==> config.mk <==
export PLATFORM = sky130hd
export DESIGN_NAME = lcd_refresh_scheduler_flat
export DESIGN_NICKNAME = d
export VERILOG_FILES = /design/src/rtl/lcd_refresh_scheduler_pkg.sv /design/src/rtl/lcd_refresh_scheduler_if.sv /design/src/rtl/lcd_refresh_scheduler_spi.sv /design/src/rtl/lcd_refresh_scheduler.sv /design/src/flat_wrapper.sv
export SDC_FILE = /design/constraint.sdc
export NUM_CORES = 1
export LEC_CHECK = 0
export CORE_MARGIN = 10
export CORE_UTILIZATION = 50
export CTS_CLUSTER_DIAMETER = 60
export DETAILED_ROUTE_END_ITERATION = 7
export PLACE_DENSITY = 0.71
export RECOVER_POWER = 100
export SLEW_MARGIN = 20
export SYNTH_ARGS = -nofsm -noshare
export SYNTH_HDL_FRONTEND = slang
export SYNTH_HIERARCHICAL = 1
export SYNTH_SLANG_ARGS = --single-unit
export TNS_END_PERCENT = 20
==> constraint.sdc <==
create_clock -name clk -period 7.4 [get_ports clk]
set_input_delay 1.48 -clock clk [delete_from_list [all_inputs] [get_ports clk]]
set_output_delay 1.48 -clock clk [all_outputs]
set_load 0.01 [all_outputs]
==> src/rtl/lcd_refresh_scheduler_pkg.sv <==
// Shared constants for the 128x64 serial LCD scheduler: controller init list,
// page/column command opcodes and the sequencer state encoding.
package lcd_pkg;

  localparam int         RAM_AW   = 10;
  localparam int         INIT_LEN = 12;
  localparam logic [7:0] CMD_PAGE = 8'hB0;
  localparam logic [7:0] CMD_COLH = 8'h10;
  localparam logic [7:0] CMD_COLL = 8'h00;

  // Bias, ADC/COM direction, booster/regulator/follower on, contrast.
  localparam logic [7:0] INIT_LIST [0:INIT_LEN-1] = '{
    8'hE2, 8'hAF, 8'h40, 8'hA0, 8'hA7, 8'hA4,
    8'hA2, 8'hC8, 8'h2F, 8'h24, 8'h81, 8'h24
  };

  typedef enum logic [2:0] {
    ST_WAIT, ST_INIT, ST_IDLE, ST_PCMD, ST_FETCH, ST_DATA, ST_DONE
  } state_t;

  function automatic logic [7:0] init_byte(input logic [3:0] idx);
    return (int'(idx) < INIT_LEN) ? INIT_LIST[idx] : 8'h00;
  endfunction

endpackage

==> src/rtl/lcd_refresh_scheduler_if.sv <==
// Frame-buffer read port, LCD pins and frame control/status of the scheduler.
interface lcd_refresh_scheduler_if;
  import lcd_pkg::*;

  logic              frame_req;
  logic              auto_refresh;
  logic [RAM_AW-1:0] ram_addr;
  logic [7:0]        ram_q;
  logic [3:0]        lcd;
  logic              init_done;
  logic              frame_busy;
  logic              frame_done;

  modport master (
    input  frame_req, auto_refresh, ram_q,
    output ram_addr, lcd, init_done, frame_busy, frame_done
  );

  modport slave (
    output frame_req, auto_refresh, ram_q,
    input  ram_addr, lcd, init_done, frame_busy, frame_done
  );
endinterface

==> src/rtl/lcd_refresh_scheduler_spi.sv <==
// One-byte 4-wire LCD serialiser: CS setup phase, 8 MSB-first bits, CS-high gap.
// Each of the 18 phases lasts CLK_DIV cycles, so busy is 18*CLK_DIV wide.
module lcd_spi_byte_tx #(
  parameter int CLK_DIV = 4
) (
  input  logic       clk,
  input  logic       rst_n,
  input  logic       i_start,
  input  logic       i_a0,
  input  logic [7:0] i_byte,
  output logic       o_busy,
  output logic [3:0] o_lcd
);
  localparam int DIV_W = (CLK_DIV > 1) ? $clog2(CLK_DIV) : 1;

  logic             r_busy;
  logic             r_a0;
  logic [7:0]       r_sh;
  logic [4:0]       r_ph;
  logic [DIV_W-1:0] r_div;
  logic             w_div_end;
  logic             w_cs, w_scl, w_si, w_a0;

  assign w_div_end = (r_div == DIV_W'(CLK_DIV - 1));

  always_ff @(posedge clk or negedge rst_n) begin
    if (!rst_n) begin
      r_busy <= 1'b0;
      r_a0   <= 1'b0;
      r_sh   <= '0;
      r_ph   <= '0;
      r_div  <= '0;
    end else if (!r_busy) begin
      if (i_start) begin
        r_busy <= 1'b1;
        r_a0   <= i_a0;
        r_sh   <= i_byte;
        r_ph   <= '0;
        r_div  <= '0;
      end
    end else if (w_div_end) begin
      r_div <= '0;
      if (r_ph == 5'd17) r_busy <= 1'b0;
      else               r_ph   <= r_ph + 5'd1;
      // Advance the bit as SCL falls, i.e. leaving each high phase 2..16.
      if (!r_ph[0] && r_ph != 5'd0) r_sh <= {r_sh[6:0], 1'b0};
    end else begin
      r_div <= r_div + 1'b1;
    end
  end

  // Pins decode straight from reset-cleared state, so reset forces CS high at once.
  assign w_cs   = !r_busy || (r_ph == 5'd17);
  assign w_scl  = !(r_busy && r_ph[0] && (r_ph != 5'd17));
  assign w_si   = (r_busy && r_ph != 5'd0 && r_ph != 5'd17) ? r_sh[7] : 1'b0;
  assign w_a0   = r_busy ? r_a0 : 1'b0;
  assign o_lcd  = {w_si, w_a0, w_scl, w_cs};
  assign o_busy = r_busy;

endmodule

==> src/rtl/lcd_refresh_scheduler.sv <==
// LCD refresh sequencer: power-up wait, init list, then page-by-page frame pushes
// from the frame-buffer RAM through the byte serialiser.
module lcd_refresh_scheduler
  import lcd_pkg::*;
#(
  parameter int CLK_DIV    = 4,
  parameter int INIT_DELAY = 1000,
  parameter int COLS       = 128,
  parameter int PAGES      = 8
) (
  input  logic                    clk,
  input  logic                    rst_n,
  lcd_refresh_scheduler_if.master bus
);
  localparam int COL_W  = (COLS > 1)       ? $clog2(COLS)       : 1;
  localparam int PAGE_W = (PAGES > 1)      ? $clog2(PAGES)      : 1;
  localparam int DLY_W  = (INIT_DELAY > 1) ? $clog2(INIT_DELAY) : 1;

  state_t              r_state, w_state;
  logic [DLY_W-1:0]    r_dly, w_dly;
  logic [3:0]          r_idx, w_idx;
  logic [PAGE_W-1:0]   r_page, w_page;
  logic [COL_W-1:0]    r_col, w_col;
  logic                r_pending, w_pending;
  logic                r_init_done, w_init_done;
  logic                r_frame_busy, w_frame_busy;
  logic                r_frame_done, w_frame_done;
  logic                w_start, w_a0, w_busy;
  logic [7:0]          w_byte;
  logic [3:0]          w_lcd;

  always_ff @(posedge clk or negedge rst_n) begin
    if (!rst_n) begin
      r_state      <= ST_WAIT;
      r_dly        <= '0;
      r_idx        <= '0;
      r_page       <= '0;
      r_col        <= '0;
      r_pending    <= 1'b0;
      r_init_done  <= 1'b0;
      r_frame_busy <= 1'b0;
      r_frame_done <= 1'b0;
    end else begin
      r_state      <= w_state;
      r_dly        <= w_dly;
      r_idx        <= w_idx;
      r_page       <= w_page;
      r_col        <= w_col;
      r_pending    <= w_pending;
      r_init_done  <= w_init_done;
      r_frame_busy <= w_frame_busy;
      r_frame_done <= w_frame_done;
    end
  end

  // r_idx is the next byte to launch in INIT/PCMD, the fetch wait in FETCH,
  // and the launched flag in DATA; a byte is finished when busy is low again.
  always_comb begin
    w_state      = r_state;
    w_dly        = r_dly;
    w_idx        = r_idx;
    w_page       = r_page;
    w_col        = r_col;
    w_pending    = r_pending | bus.frame_req;
    w_init_done  = r_init_done;
    w_frame_busy = r_frame_busy;
    w_frame_done = 1'b0;
    w_start      = 1'b0;
    w_a0         = 1'b0;
    w_byte       = '0;
    unique case (r_state)
      ST_WAIT:
        if (r_dly == DLY_W'(INIT_DELAY - 1)) w_state = ST_INIT;
        else                                 w_dly   = r_dly + 1'b1;
      ST_INIT:
        if (!w_busy) begin
          if (r_idx == 4'(INIT_LEN)) begin
            w_init_done = 1'b1;
            w_idx       = '0;
            w_state     = ST_IDLE;
          end else begin
            w_start = 1'b1;
            w_byte  = init_byte(r_idx);
            w_idx   = r_idx + 4'd1;
          end
        end
      ST_IDLE:
        if (r_pending || bus.frame_req || bus.auto_refresh) begin
          w_pending    = 1'b0;
          w_frame_busy = 1'b1;
          w_page       = '0;
          w_idx        = '0;
          w_state      = ST_PCMD;
        end
      ST_PCMD:
        if (!w_busy) begin
          if (r_idx == 4'd3) begin
            w_col   = '0;
            w_idx   = '0;
            w_state = ST_FETCH;
          end else begin
            w_start = 1'b1;
            w_byte  = (r_idx == 4'd0) ? (CMD_PAGE | 8'(r_page)) :
                      (r_idx == 4'd1) ? CMD_COLH : CMD_COLL;
            w_idx   = r_idx + 4'd1;
          end
        end
      ST_FETCH:
        if (r_idx == 4'd1) begin
          w_idx   = '0;
          w_state = ST_DATA;
        end else begin
          w_idx = r_idx + 4'd1;
        end
      ST_DATA:
        if (!w_busy) begin
          if (r_idx == 4'd0) begin
            w_start = 1'b1;
            w_a0    = 1'b1;
            w_byte  = bus.ram_q;
            w_idx   = 4'd1;
          end else begin
            w_idx = '0;
            if (r_col == COL_W'(COLS - 1)) begin
              if (r_page == PAGE_W'(PAGES - 1)) begin
                w_frame_done = 1'b1;
                w_frame_busy = 1'b0;
                w_state      = ST_DONE;
              end else begin
                w_page  = r_page + 1'b1;
                w_state = ST_PCMD;
              end
            end else begin
              w_col   = r_col + 1'b1;
              w_state = ST_FETCH;
            end
          end
        end
      ST_DONE:
        w_state = ST_IDLE;
      default:
        w_state = ST_WAIT;
    endcase
  end

  lcd_spi_byte_tx #(.CLK_DIV(CLK_DIV)) u_tx (
    .clk     (clk),
    .rst_n   (rst_n),
    .i_start (w_start),
    .i_a0    (w_a0),
    .i_byte  (w_byte),
    .o_busy  (w_busy),
    .o_lcd   (w_lcd)
  );

  assign bus.ram_addr   = RAM_AW'(r_page) * RAM_AW'(COLS) + RAM_AW'(r_col);
  assign bus.lcd        = w_lcd;
  assign bus.init_done  = r_init_done;
  assign bus.frame_busy = r_frame_busy;
  assign bus.frame_done = r_frame_done;

endmodule

==> src/flat_wrapper.sv <==
// flat-port wrapper written by rule: the top's interface ports become plain ports
module lcd_refresh_scheduler_flat import lcd_pkg::*;
#(
  parameter int CLK_DIV    = 4,
  parameter int INIT_DELAY = 1000,
  parameter int COLS       = 128,
  parameter int PAGES      = 8
)
  (clk, rst_n, bus_frame_req, bus_auto_refresh, bus_ram_q, bus_ram_addr, bus_lcd, bus_init_done, bus_frame_busy, bus_frame_done);
  lcd_refresh_scheduler_if bus_i ();
  input  logic clk;
  input  logic rst_n;
  input wire logic [$bits(bus_i.frame_req)-1:0] bus_frame_req;
  input wire logic [$bits(bus_i.auto_refresh)-1:0] bus_auto_refresh;
  input wire logic [$bits(bus_i.ram_q)-1:0] bus_ram_q;
  output wire logic [$bits(bus_i.ram_addr)-1:0] bus_ram_addr;
  output wire logic [$bits(bus_i.lcd)-1:0] bus_lcd;
  output wire logic [$bits(bus_i.init_done)-1:0] bus_init_done;
  output wire logic [$bits(bus_i.frame_busy)-1:0] bus_frame_busy;
  output wire logic [$bits(bus_i.frame_done)-1:0] bus_frame_done;
  assign bus_i.frame_req = bus_frame_req;
  assign bus_i.auto_refresh = bus_auto_refresh;
  assign bus_i.ram_q = bus_ram_q;
  assign bus_ram_addr = bus_i.ram_addr;
  assign bus_lcd = bus_i.lcd;
  assign bus_init_done = bus_i.init_done;
  assign bus_frame_busy = bus_i.frame_busy;
  assign bus_frame_done = bus_i.frame_done;
  lcd_refresh_scheduler #(.CLK_DIV(CLK_DIV), .INIT_DELAY(INIT_DELAY), .COLS(COLS), .PAGES(PAGES)) u_core (.clk(clk), .rst_n(rst_n), .bus(bus_i));
endmodule
==> flow_summary.ini <==
[cells_and_area]
antenna_cells = 0
utilization = 0.562
final_cell_mix = dfrtp_1, nand2_1, nor2_1
layout-drive-gt1-share = 0.108
syn2layout_area_growth_pct = 9.64
finalNetCount = 357
layout_commonest_cell = dfrtp_1

[sta]
drv_slew = 49
min_period_over_period = 0.509
setup_viol = 0
whs_ps = 467
fin_ws_ps = 3630
min_period_ps = 3770
final_hold_viol_count = 0
fin_skew_ps = 7.76
tns_ps = 0
fmax_ghz = 0.266
tightest_slew_ps = 2570
relSlewSlack = -0.716
rsz0062_at_grt = false

[logic_synthesis]
synth_fp_nets = 338
synth_flop_cell = dfrtp_1
yosysSeqAreaShare = 0.396
async_flop_share = 1.00
netlist.area_leader.share = 0.396
synth-edff-count = 0
syn_area_per_cell_um2 = 9.70
netlist_area_um2 = 3040
yosys.area.top_type = dfrtp_1
syn-instance-count = 313
ys_ff_latch = 48
ys.warnings.count = 6
yosysUniqueCellTypes = 66
synthTopCellsByArea = dfrtp_1, mux2_2, ha_1, nand2_1, o21ai_0

[critical_path]
critical-path-max-stage-delay_ps = 1020
cp.required_ps = 5920
start_kind = register
end_kind = primary output
cp_data_arrival_time_ps = 2290
critPathMaxFanout = 28
path_buf_inv = 1
cp_cell_sequence = nand2_1 -> nor3b_1 -> dlygate4sd3_1
cp_slowest_cell = dfrtp_1
cp_top_family = flip-flops
crit_type = register to primary output

[place]
dp_slack_ps = 3990
hpwl_um = 4610
gp_congestion = 0.871
port_buffers = 28

[clocking]
clock_latency_ps = 300
cts.path.max_buffers = 2
numCtsBuffers = 5
clkSinkCount = 48
root_buffer = clkbuf_8
h-tree-depth = 2
cts.clk_slew.worst_paths_ps = 80
cts_tree = done
postCtsHoldBufs = 0
cts_resized = 0
postCtsSetupBuffers = 0

[global_route]
overflow = 0
grt_start_max_net_pins = 49
grt_pass1_vias = 2302
gr-usage-all-layers = 0.131
antenna_found_initial = 0
grt_pass1_wl_um = 10900

[power]
clkPwrFrac = 0.370
p_per_area_nw_per_um2 = 130
power_frac_comb = 0.024
finalPower_uw = 433
p_switching_uw = 89.6
vdd_drop_max_v = 0.0000757
switching_share = 0.207
power_frac_seq = 0.606
p_leak_nw = 1.50
p_int_uw = 343

[worst_hold_path]
min_path_type = register to register

[outcome]
violations = capacitance limit, slew limit
outcome = complete, but fails checks

[drt]
dr.pass1.iters = 4
wl_um = 6340
via_count = 2337
post_drt_wl_per_cell_um = 15.5
drtIter0Drc = 125
drtAntennaViolNets = 0
drt-vias-per-instance = 5.73
drc = 0

[floorplanning]
start_util = 0.513
die_y_um = 97.9
die-area_um2 = 9590
fp.coreArea_um2 = 5920
num_rows = 28
die_w_um = 97.9
num_io_pins = 29

[flow_run]
cap_violations = 1
Yosys cell counts (3+ instances only):
cell type	n
o21ai_0	19
nand3_1	14
nor2_1	24
buf_4	9
nand2b_1	7
nand4_1	4
nand2_1	31
a22oi_1	3
xnor2_1	8
a22o_1	3
dfrtp_1	48
xor2_1	5
nor3b_1	3
a21oi_1	9
mux2_2	15
ha_1	13
and3_1	3
and2_1	3
inv_1	15
o31ai_1	4
o211ai_1	4
buf_2	4
a211oi_1	3
o21ai_1	5
through the flow:
stage,instance area (um2),std cells
floorplan,3040,313
global placement,3300,400
detailed placement,3300,400
CTS,3390,408
global route,3330,408
finish,3330,408
cells by family after synthesis:
kind of cell               after synthesis  synth area share
and+or+nand+nor                        117             0.220
AOI/OAI and AO/OA                       71             0.165
DFF                                     48             0.396
buffers and inverters                   31            0.0536
muxes                                   20            0.0746
xor gates and xnor gates                13            0.0375
adders and majority gates               13            0.0536
final timing paths:
kind                            slack, ps  depth (start not counted)                    startpoint                                end
worst min register to register        470                          1   u_core/r_dly[7]$_DFFE_PN0P_        u_core/r_dly[7]$_DFFE_PN0P_
max in group asynchronous            3970                          1                         rst_n  u_core/bus.frame_busy$_DFFE_PN0P_
worst max-delay path                 3630                          3  u_core/u_tx/o_busy$_DFF_PN0_                         bus_lcd[3]
worst min-delay path                  470                          1   u_core/r_dly[7]$_DFFE_PN0P_        u_core/r_dly[7]$_DFFE_PN0P_
worst max register to register       4000                          9   u_core/r_idx[0]$_DFFE_PN0P_    u_core/u_tx/r_sh[3]$_DFFE_PN0P_
min in group asynchronous            1980                          1                         rst_n        u_core/r_dly[1]$_DFFE_PN0P_
flip-flops by register name, indices dropped and copies added (netlist names), 2 cells and up:
signal and cells:
u_core/u_tx/r_div 2, u_core/r_state 3, u_core/r_dly 10, u_core/r_col 7, u_core/r_idx 4, u_core/r_page 3, u_core/u_tx/r_ph 5, u_core/u_tx/r_sh 8
final cells by class:
cell class | instances | area (um2)
fillers | 523 | 2590
multi-input cells | 234 | 1610
flip-flops and latches | 48 | 1200
repair buffers | 28 | 274
well taps | 75 | 93.8
clock buffers | 8 | 90.1
inverters | 15 | 56.3
worst register-to-register path: cells and delay by family, from the launching register on:
kind            cells  cell delay [ps]
flops               1              490
buf+inv             1              120
simple gates        4             1320
fa+ha+maj           1              340
compound gates      2              610
mux                 1              430
power groups by stage:
stage | clock, mW | sequential, mW | combinational [mW]
CTS | 0.168 | 0.262 | 0.0114
global placement | 0 | 0.267 | 0.0113
floorplan | 0 | 0.267 | 0.0000640
finish | 0.160 | 0.262 | 0.0106
detailed placement | 0 | 0.267 | 0.0114
global route | 0.177 | 0.262 | 0.0119
layer usage:
metal / vias up / global-route usage / part of all wire
met2: 23 / 0.225 / 0.50
li1: 1157 / - / -
met1: 1149 / 0.159 / 0.47
met3: 8 / 0.0296 / 0.024
met4: 0 / 0.0380 / 0.0098
met5: - / 0 / 0
Power figures use the tool's default switching activity.
